## src/rtl/booth_seq_mul.sv

```systemverilog
// ---------------------------------------------------------------------------
// booth_seq_mul
//
// Sequential radix-2 Booth multiplier for signed two's-complement operands.
// One Booth step per iteration: an OP cycle adds/subtracts the multiplicand
// into the accumulator, then a SHIFT cycle arithmetic-shifts {A,Q,Q-1}.
// After W iterations the signed 2W-bit product is registered and held.
//
// Optional feature (compile-time define): BOOTH_SKIP_EN
//   When defined, an OP cycle whose Booth pair is 00 or 11 performs the
//   shift itself, so no-op iterations take one cycle instead of two.
//   The product is bit-identical in both builds.
//
// Parameters:
//   W             operand width (W >= 2)
// Ports:
//   clk           clock, rising edge
//   rst_b         asynchronous active-low reset
//   start         request a multiplication (sampled only while idle)
//   multiplicand  M operand, captured on the accepting edge
//   multiplier    Q operand, captured on the accepting edge
//   busy          high whenever the sequencer is not idle
//   done          one-cycle pulse, product valid in that cycle
//   product       signed 2W-bit result, held until the next completion
// ---------------------------------------------------------------------------
module booth_seq_mul #(
  parameter int W = 8
) (
  input  logic             clk,
  input  logic             rst_b,
  input  logic             start,
  input  logic [W-1:0]     multiplicand,
  input  logic [W-1:0]     multiplier,
  output logic             busy,
  output logic             done,
  output logic [2*W-1:0]   product
);

  localparam int CW = $clog2(W) + 1;

  typedef enum logic [1:0] {
    IDLE,
    OP,
    SHIFT,
    DONE
  } state_t;

  state_t r_state;
  state_t w_nextState;

  // A and M carry one extra sign bit so A-M cannot overflow even when the
  // multiplicand is the most negative W-bit value.
  logic [W:0]     r_a;
  logic [W:0]     r_m;
  logic [W-1:0]   r_q;
  logic           r_qm1;
  logic [CW-1:0]  r_cnt;
  logic [2*W-1:0] r_product;

  logic [W:0]     w_aOp;
  logic [W:0]     w_aShift;
  logic [W-1:0]   w_qShift;
  logic           w_qm1Shift;
  logic           w_last;
  logic           w_accept;
  logic           w_arith;
  logic           w_shiftEn;
`ifdef BOOTH_SKIP_EN
  logic           w_noop;
`endif

  // Booth step arithmetic and the arithmetic right shift of {A,Q,Q-1}.
  // The shift always works on the current register values: in the skip
  // build a no-op OP cycle leaves A unchanged, so shifting r_a is correct.
  always_comb begin
    w_aOp = r_a;
    case ({r_q[0], r_qm1})
      2'b10:   w_aOp = r_a - r_m;
      2'b01:   w_aOp = r_a + r_m;
      default: w_aOp = r_a;
    endcase
    w_aShift   = {r_a[W], r_a[W:1]};
    w_qShift   = {r_a[0], r_q[W-1:1]};
    w_qm1Shift = r_q[0];
    w_last     = (r_cnt == CW'(W - 1));
`ifdef BOOTH_SKIP_EN
    w_noop     = (r_q[0] == r_qm1);
`endif
  end

  // State register.
  always_ff @(posedge clk or negedge rst_b) begin
    if (!rst_b) begin
      r_state <= IDLE;
    end else begin
      r_state <= w_nextState;
    end
  end

  // Next-state decode plus the datapath enables for each state.
  always_comb begin
    w_nextState = r_state;
    w_accept    = 1'b0;
    w_arith     = 1'b0;
    w_shiftEn   = 1'b0;
    case (r_state)
      IDLE: begin
        if (start) begin
          w_accept    = 1'b1;
          w_nextState = OP;
        end
      end
      OP: begin
`ifdef BOOTH_SKIP_EN
        if (w_noop) begin
          w_shiftEn   = 1'b1;
          w_nextState = w_last ? DONE : OP;
        end else begin
          w_arith     = 1'b1;
          w_nextState = SHIFT;
        end
`else
        w_arith     = 1'b1;
        w_nextState = SHIFT;
`endif
      end
      SHIFT: begin
        w_shiftEn   = 1'b1;
        w_nextState = w_last ? DONE : OP;
      end
      DONE: begin
        w_nextState = IDLE;
      end
      default: begin
        w_nextState = IDLE;
      end
    endcase
  end

  // Datapath registers. The product is loaded from the post-shift values
  // on the final shift, i.e. on the edge that enters DONE.
  always_ff @(posedge clk or negedge rst_b) begin
    if (!rst_b) begin
      r_a       <= '0;
      r_m       <= '0;
      r_q       <= '0;
      r_qm1     <= 1'b0;
      r_cnt     <= '0;
      r_product <= '0;
    end else if (w_accept) begin
      r_a   <= '0;
      r_q   <= multiplier;
      r_qm1 <= 1'b0;
      r_m   <= {multiplicand[W-1], multiplicand};
      r_cnt <= '0;
    end else if (w_arith) begin
      r_a <= w_aOp;
    end else if (w_shiftEn) begin
      r_a   <= w_aShift;
      r_q   <= w_qShift;
      r_qm1 <= w_qm1Shift;
      r_cnt <= r_cnt + CW'(1);
      if (w_last) begin
        r_product <= {w_aShift[W-1:0], w_qShift};
      end
    end
  end

  assign busy    = (r_state != IDLE);
  assign done    = (r_state == DONE);
  assign product = r_product;

endmodule

```

## config.mk

```make
export PLATFORM = sky130hd
export DESIGN_NAME = booth_seq_mul
export DESIGN_NICKNAME = d
export VERILOG_FILES = /design/src/rtl/booth_seq_mul.sv
export SDC_FILE = /design/constraint.sdc
export NUM_CORES = 1
export LEC_CHECK = 0
export CAP_MARGIN = 20
export CORE_UTILIZATION = 49
export DETAILED_ROUTE_END_ITERATION = 10
export PLACE_DENSITY = 0.75
export SLEW_MARGIN = 10
export SYNTH_ARGS = -nofsm -noshare
export SYNTH_HDL_FRONTEND = slang
export SYNTH_SLANG_ARGS = --single-unit
```

## constraint.sdc

```tcl
create_clock -name clk -period 2.35 [get_ports clk]
set_clock_uncertainty 0.1 [all_clocks]
set_input_delay 0.3525 -clock clk [delete_from_list [all_inputs] [get_ports clk]]
set_output_delay 0.3525 -clock clk [all_outputs]
set_load 0.02 [all_outputs]
```

==> metrics <==
outcome=finished with violations; failing checks=negative setup slack; count of non-filler cells in the finished layout=372; share of Yosys cell area claimed by the top area cell type=44.8%; class of the most critical setup path=reg2reg; initial standard-cell utilization of the core=51.8%; maximum clock rate=between 400 and 500 MHz; area taken by flip-flops and latches=1200 um^2; HP Class=in2async; leading cell types in the layout, fill and taps excluded=48 x sky130_fd_sc_hd__dfrtp_1, 35 x sky130_fd_sc_hd__clkdlybuf4s50_1, 31 x sky130_fd_sc_hd__buf_4; core area=~5200 um^2; TritonCTS clock tree=yes; Mapped Nets=269; final worst setup slack=-0.0825 ns; RSZ-0062 raised after global routing=yes; share of cells above drive strength 1=29.5%; maximum VDD drop=0.683 mV; 1st-iter DRT viols=143; standby leakage power=1.53 nW; port buffer count=36; Startpoint Class=flop; count of boundary I/O pins=37; routed wire length=5410 um; level count of the clock H-tree=2; vias in the first global route=1,968; overflow left after global routing=0; largest stage delay on the critical path=0.42 ns; number of search-and-repair iterations in the first detailed-routing pass=4; distinct cell type count of the synthesized netlist=48; layout overhead on the synthesized area=28.3%; count of pins over their slew limit=0; routed vias/inst=5.28; initial antenna violation count=0; post-synthesis cell type with the largest combined area=sky130_fd_sc_hd__dfrtp_1; actual slew at the worst max-slew pin=0.472 ns; cell area after technology mapping=approximately 2700 um^2; floorplan die area=~5800 um^2; kind of end point of the critical path=flop; pwr/cell area=1390 nW/um^2; maximum fanout count along the critical path=3; # diodes=0; Arrival @ worst endpoint=approximately 2.6 ns; TritonCTS buffer count=5; GRT Util Overall=between 20 and 25%; cell types occupying the most area after synthesis=sky130_fd_sc_hd__dfrtp_1 45%, sky130_fd_sc_hd__mux2_4 5.6%, sky130_fd_sc_hd__mux2_2 5.5%; filler cell count=~410; vias after detailed routing=slightly below 2,000; max cap viols=0; Synthesis Warnings=0; global-route wire length before repair=9270 um; sequential area share after synthesis=44.8%; buffer cell driving the clock tree root=sky130_fd_sc_hd__clkbuf_8; Horiz. Die Dim=roughly 76 um; period utilization=104%; hold violation count in the final report=0; buffering stage count on the worst path with inverters included=1; Final Setup Violations=3; Post-Synthesis Cells=roughly 240; TritonCTS Sinks=48; post-route ant nets=0; crit-path leading delay family=compound AO/OA/AOI/OAI gates; Final Wtd Congestion=0.854; clock latency at the later pin of the worst-skew pair=0.31 ns; slowest CP cell=sky130_fd_sc_hd__dfrtp_1; post-route total power=4.77 mW; cells along the critical path=inv_2 > ha_4 > mux2_4 > fa_2 > a211oi_4 > o211ai_1 > a21bo_1 > a211o_1 > nand3_1; Final Critical Period=2.43 ns; critical path data required time=2.49 ns; vertical die dimension=76.0 um; Site Rows=26; average wire per cell in the routed design=~15 um; max_slew headroom=68.6%; final routed DRC violation total=0; maximum number of pins on one net before global-route repair=19; synthesis-stage register bit count=48; clock edge transition at the registers on the reported setup and hold paths=0.09 ns; buffer levels on the longest clock path=2; Placed Cells=359; Final HPWL DP=4040 um; NumNets Final=332; multi-input combinational cell area=about 1400 um^2; most common cell after layout, fill and taps aside=sky130_fd_sc_hd__dfrtp_1; per-instance average area after synthesis=11.3 um^2
-- layout make-up --
class | count | area share, %
tap | 70 | 2.55
clock inverter | 3 | 0.546
sequential | 48 | 34.9
timing repair buffer | 68 | 17.4
multi-input combinational | 173 | 42.0
clock buffer | 5 | 2.00
inverter | 5 | 0.546
-- state kept, by name (all words and copies together), names as in the netlist --
register and count:
product 16, r_a 9, r_cnt 4, r_m 8, r_q 8, r_qm1 1, r_state 2
-- cells in the mapped netlist (all sizes together) --
cell type  count
mux2i          3
nor3b          1
and2           1
nand4          2
and2b          1
xor2          10
a22oi         12
nor3           2
nor2b          9
a21bo          1
nor4           1
fa             1
a221oi         2
o31ai          3
a31oi          1
a21o           3
o21ai         23
and3           1
a211oi         4
nand2b         3
a22o           3
or2            3
buf            7
ha            11
dfrtp         48
inv            5
nor2          13
clkbuf         5
a2bb2oi        1
o211ai         1
or2b           1
nand3          2
mux2          23
o21bai         2
a211o          1
xnor2          2
nand2          8
nand3b         1
a21oi         17
-- worst paths after layout --
| path | endpoint | from | slack [ns] | depth (start not counted) |
|---|---|---|---|---|
| worst max-delay path | r_a[8] | r_m[1] | -0.08 | 9 |
| worst min-delay path | r_q[3] | rst_b | 0.39 | 2 |
| worst max register to register | r_a[8] | r_m[1] | -0.08 | 9 |
| worst min register to register | product[2] | product[2] | 0.41 | 1 |
| max in group asynchronous | r_m[7] | rst_b | 1.20 | 3 |
| min in group clk | product[2] | product[2] | 0.41 | 1 |
-- kinds of logic (layout without fill, tap and decap cells) --
group | after synthesis | in the layout | share of synthesized area [%]
and+or+nand+nor | 49 | 49 | 10.6
muxes | 26 | 26 | 12.2
adders and majority gates | 12 | 12 | 5.88
xor gates and xnor gates | 12 | 12 | 3.92
AOI/OAI and AO/OA | 74 | 74 | 18.3
DFF | 48 | 48 | 44.8
buffers and inverters | 17 | 81 | 4.20
-- power breakdown --
group	internal (mW)	switching, mW	total [mW]
Sequential	1.11	0.348	1.45
Combinational	1.47	1.35	2.83
Clock	0.208	0.279	0.487
Total	2.78	1.98	4.77
-- metal layers --
metal	track usage, %	up-vias	wire length, um
li1	-	990	-
met1	26.9	940	2540
met2	33.5	28	2650
met3	3.73	7	135
met4	6.73	0	85
met5	0	-	0
-- repair_timing --
item                       4_1_cts  5_1_grt
gates resized for setup         12        8
hold buffers                     1        0
setup endpoints to repair        4        5
hold endpoints to repair        16        0
setup buffers                    3        1
cloned                           0        0
pin swaps                        8       11
-- stage by stage --
step | instance area (um^2) | hold WS (ns) | setup TNS (ns) | setup slack [ns] | utilization (%)
floorplan | 2700 | -0.0431 | -0.110 | -0.0921 | -
global placement | 3240 | 0.203 | -0.150 | -0.0787 | 62.7
detailed placement | 3240 | 0.201 | -0.501 | -0.171 | 62.7
CTS | 3410 | 0.407 | -0.183 | -0.0989 | 66.0
global route | 3440 | 0.433 | -0.742 | -0.228 | 66.5
finish | 3440 | 0.391 | -0.178 | -0.0825 | 66.5
Note: power is estimated with default switching activity, not from simulation.
